==> src/rtl/ara_inval_queue.sv <==
// Invalidation queue between the AXI invalidation filter and the CVA6 D-cache.
// Line-aligns addresses, merges back-to-back repeats and counts merged/discarded requests.
module ara_inval_queue #(
   parameter int unsigned AddrWidth   = 64,
   parameter int unsigned L1LineWidth = 16,
   parameter int unsigned Depth       = 4
) (
   input  logic                       clk_i,
   input  logic                       rst_ni,
   input  logic                       en_i,
   input  logic [AddrWidth-1:0]       inval_addr_i,
   input  logic                       inval_valid_i,
   output logic                       inval_ready_o,
   output logic [AddrWidth-1:0]       inval_addr_o,
   output logic                       inval_valid_o,
   input  logic                       inval_ready_i,
   output logic [$clog2(Depth):0]     count_o,
   output logic [15:0]                coalesced_o
);

   localparam int unsigned OffW = $clog2(L1LineWidth);
   localparam int unsigned PtrW = $clog2(Depth);
   localparam int unsigned CntW = PtrW + 1;
   localparam logic [CntW-1:0] FullCnt = CntW'(Depth);

   logic [AddrWidth-1:0] mem_q [Depth];
   logic [PtrW-1:0]      head_q, head_d, tail_q, tail_d;
   logic [CntW-1:0]      count_q, count_d;
   logic [15:0]          coal_q, coal_d;
   logic [AddrWidth-1:0] last_q, last_d;
   logic [AddrWidth-1:0] addr_al;
   logic                 full, deq, enq, hit, ready;

   always_comb begin
      addr_al = inval_addr_i;
      addr_al[OffW-1:0] = '0;
      full = (count_q == FullCnt);
      deq  = (count_q != '0) && inval_ready_i;
      // The last enqueued entry is always at the tail; it only leaves the queue
      // this cycle if it is also the head and is being dequeued.
      hit  = en_i && inval_valid_i && (count_q != '0) && (addr_al == last_q) &&
             !((count_q == CntW'(1)) && deq);
      ready = !en_i || hit || !full;
      enq  = en_i && inval_valid_i && !hit && !full;

      head_d  = head_q + PtrW'(deq);
      tail_d  = tail_q + PtrW'(enq);
      count_d = count_q + CntW'(enq) - CntW'(deq);
      last_d  = enq ? addr_al : last_q;
      coal_d  = coal_q;
      if (inval_valid_i && (!en_i || hit) && (coal_q != 16'hFFFF)) coal_d = coal_q + 16'd1;
   end

   always_ff @(posedge clk_i or negedge rst_ni) begin
      if (!rst_ni) begin
         head_q  <= '0;
         tail_q  <= '0;
         count_q <= '0;
         coal_q  <= '0;
         last_q  <= '0;
      end else begin
         head_q  <= head_d;
         tail_q  <= tail_d;
         count_q <= count_d;
         coal_q  <= coal_d;
         last_q  <= last_d;
      end
   end

   // Storage needs no reset; validity is carried by count_q.
   always_ff @(posedge clk_i) begin
      if (enq) mem_q[tail_q] <= addr_al;
   end

   assign inval_ready_o = ready;
   assign inval_addr_o  = mem_q[head_q];
   assign inval_valid_o = (count_q != '0);
   assign count_o       = count_q;
   assign coalesced_o   = coal_q;

endmodule
==> config.mk <==
export PLATFORM = sky130hd
export DESIGN_NAME = ara_inval_queue
export DESIGN_NICKNAME = d
export VERILOG_FILES = /design/src/rtl/ara_inval_queue.sv
export SDC_FILE = /design/constraint.sdc
export NUM_CORES = 1
export LEC_CHECK = 0
export CORE_MARGIN = 2
export CORE_UTILIZATION = 40
export CTS_CLUSTER_SIZE = 28
export DETAILED_ROUTE_END_ITERATION = 6
export PLACE_DENSITY_LB_ADDON = 0.15
export REMOVE_ABC_BUFFERS = 1
export SLEW_MARGIN = 20
export SYNTH_ARGS = -nofsm -noshare
export SYNTH_HDL_FRONTEND = slang
export SYNTH_SLANG_ARGS = --single-unit
==> constraint.sdc <==
create_clock -name clk_i -period 6 [get_ports clk_i]
set_input_delay 1.2 -clock clk_i [delete_from_list [all_inputs] [get_ports clk_i]]
set_output_delay 1.2 -clock clk_i [all_outputs]
set_load 0.02 [all_outputs]
==> results.py <==
metrics = {
    "die": {
        "die_area_sq_mm": 0.0335,
        "coreArea_sq_mm": 0.0316,
        "start_util_pct": 40.7,
        "ios": 154,
        "die_y_um": 183,
        "std_cell_rows": 65,
        "die_width_um": 183,
    },
    "sta": {
        "slew_violations": 0,
        "finalCritPeriodShare_pct": 86.3,
        "hold_violations": 0,
        "max_freq_ghz": 0.193,
        "maxSlewHeadroom_pct": 29.7,
        "setup_viol": 0,
        "worst_pin_slew_ns": 1.05,
        "rsz0062_at_grt": "false",
        "post-route-min-period_ns": 5.18,
        "fin_worst_skew_ns": 0.0169,
        "setup_ws_ns": 0.820,
        "setup-tns-final_ns": 0,
    },
    "global_routing": {
        "grt_max_degree": 66,
        "grt_pass1_vias": 6936,
        "grt-ovfl-total": 0,
        "antenna_found_initial": 1,
        "grt_use_total_pct": 15.8,
        "grt_pass1_wl_um": 40500,
    },
    "synthesis": {
        "synthDominantCellAreaShare_pct": 56.2,
        "yosysUniqueCellTypes": 39,
        "synth_common_cells": "edfxtp_1 (240), dfrtp_1 (83), mux4_2 (60)",
        "ys_ff_latch": 323,
        "synth.area.top_cells": "edfxtp_1 (56%), dfrtp_1 (16%), mux4_2 (11%)",
        "netlist_area_sq_mm": 0.0128,
        "yosysMostFrequentCell": "edfxtp_1",
        "postSynthCellCount": 641,
        "synthArstFlopShare_pct": 25.7,
        "yosys_warnings": 0,
        "synth_edf_count": 240,
        "dominantRegCellSynth": "edfxtp_1",
        "seq_area_frac_synth_pct": 72.4,
        "yosysTopAreaCell": "edfxtp_1",
        "syn_area_per_cell_sq_um": 20.0,
    },
    "placed_design": {
        "pre_cts_slack_ns": 0.453,
        "hpwl_um": 15200,
        "gp_congestion": 0.836,
        "portBuffers": 145,
    },
    "routing": {
        "vias": 6330,
        "first_iter_violations": 294,
        "wl_um": 25500,
        "firstDrtPassIters": 5,
        "viasPerCell": 5.12,
        "final_antenna_net_count": 0,
        "top_layer": "met4",
        "wl_met1_um": 11000,
        "wl_met2_um": 12600,
        "wl_per_cell_um": 20.6,
        "dr_wl_met3_um": 1380,
        "route.detailed.drc": 0,
    },
    "setup_path": {
        "path_class": "primary input to output port",
        "path_buf_inv": 2,
        "crit_slowest_cell": "clkdlybuf4s50_1",
        "cp_max_fo": 6,
        "path_cells": "clkdlybuf4s50_1 > xnor2_1 > nand4_1 > nor4_1 > nand4_1 > o31a_1 > nand3_1 > clkdlybuf4s50_1",
        "crit_path_max_incr_delay_ns": 0.62,
        "crit_path_end_kind": "output port",
        "arrival_ns": 3.98,
        "crit_family": "buffers and inverters",
        "crit_path_start_kind": "primary input",
        "required_ns": 4.80,
    },
    "clock_tree": {
        "cts_buffer_depth": 3,
        "post_cts_buffers": 0,
        "h-tree-depth": 2,
        "ctsResizeCount": 0,
        "cts_buffers": 35,
        "cts_root_buf": "clkbuf_16",
        "cts_tree": "built",
        "cts_hold_buf": 0,
        "clock-sinks": 323,
        "clock_latency_ns": 0.50,
        "cts.clk_slew.worst_paths_ns": 0.06,
    },
    "layout": {
        "syn_to_final_growth_pct": 23.4,
        "num-nets-final": 883,
        "layout-drive-gt1-share_pct": 21.9,
        "fin_util_pct": 50.2,
    },
    "flow_run": {
        "max_cap_viol_count": 0,
    },
    "outcome": {
        "status": "finished, final reports clean",
    },
    "pwr": {
        "leakage_nw": 5.57,
        "power_density_mw_per_mm2": 461,
        "irDropWorstVdd_v": 0.000192,
    },
    "worst_hold_path": {
        "hp-class": "flop to flop",
    },
}
==> report_power, final <==
part,internal (W),switching (W)
clock network,0.00120,0.000813
registers,0.00279,0.000383
logic,0.00120,0.000933
==> per-stage QoR <==
stage / instance area [sq um] / hold slack (ns) / total power (W) / std cells
floorplan: 12700 / 0.480 / 0.00445 / 618
global placement: 14700 / 0.485 / 0.00533 / 1171
detailed placement: 14800 / 0.498 / 0.00539 / 1173
CTS: 15800 / 0.514 / 0.00743 / 1236
global route: 15800 / 0.531 / 0.00767 / 1237
finish: 15800 / 0.504 / 0.00731 / 1237
==> flip-flops by register name, indices dropped and copies added, names as in the netlist <==
| name | count |
|---|---|
| mem_q | 240 |
| last_q | 60 |
| coalesced_o | 16 |
| count_o | 3 |
| head_q | 2 |
| tail_q | 2 |
==> cells in the final DEF, fill, tap and decap left out, types with 9 or more instances in the layout <==
cell type          n
clkbuf_1          12
clkbuf_16         37
clkdlybuf4s50_1  144
dfrtp_1           81
edfxtp_1         240
inv_1             12
mux2_2            28
mux2_4            33
mux4_2            60
nand2_1           10
nand3_1            9
nand4_1           10
nor4_1            12
xnor2_1           23
xor2_1            49
==> worst reg2reg max path, cell delays in order (launching register included) <==
cell      delay [ns]
dfrtp_1         0.45
a211oi_1        0.37
nor4_1          0.17
nand4_1         0.18
o31a_1          0.21
buf_4           0.24
and3_4          0.22
buf_6           0.60
and3_4          1.03
==> area by class of cell <==
cell class                 instances  area, sq um
fill                            2617        15700
antenna                            1         2.50
inverter                          12         45.0
clock inverter                    12         77.6
sequential                       323         9290
clock buffer                      51          998
tap                              402          503
timing repair buffer             153         1540
multi-input combinational        283         3380
==> logic make-up after synthesis <==
logic type / after synthesis / synth area share (%)
AO/OA/AOI/OAI: 9 / 0.527
XOR/XNOR: 72 / 4.92
adder cells (fa/ha/maj): 6 / 0.644
buffers and inverters: 38 / 1.54
flip-flops: 323 / 72.4
multiplexers: 122 / 16.9
other: 1 / 0.0292
AND/OR/NAND/NOR: 70 / 3.05
==> worst paths after layout <==
kind	start	to	slack, ns	depth (start not counted)
max	inval_addr_i[57]	inval_ready_o	0.82	8
min	coalesced_o[10]	coalesced_o[10]	0.50	1
max reg2reg	count_o[2]	mem_q[3][19]	2.12	8
min reg2reg	coalesced_o[10]	coalesced_o[10]	0.50	1
max in group asynchronous	rst_ni	head_q[0]	4.22	2
min in group asynchronous	rst_ni	coalesced_o[7]	0.67	1
==> per-layer routing <==
metal | GRT usage, % | vias to the layer above
li1 | - | 2854
met1 | 20.9 | 3265
met2 | 26.3 | 165
met3 | 3.36 | 46
met4 | 4.67 | 0
met5 | 0 | -
Power figures use the tool's default switching activity.
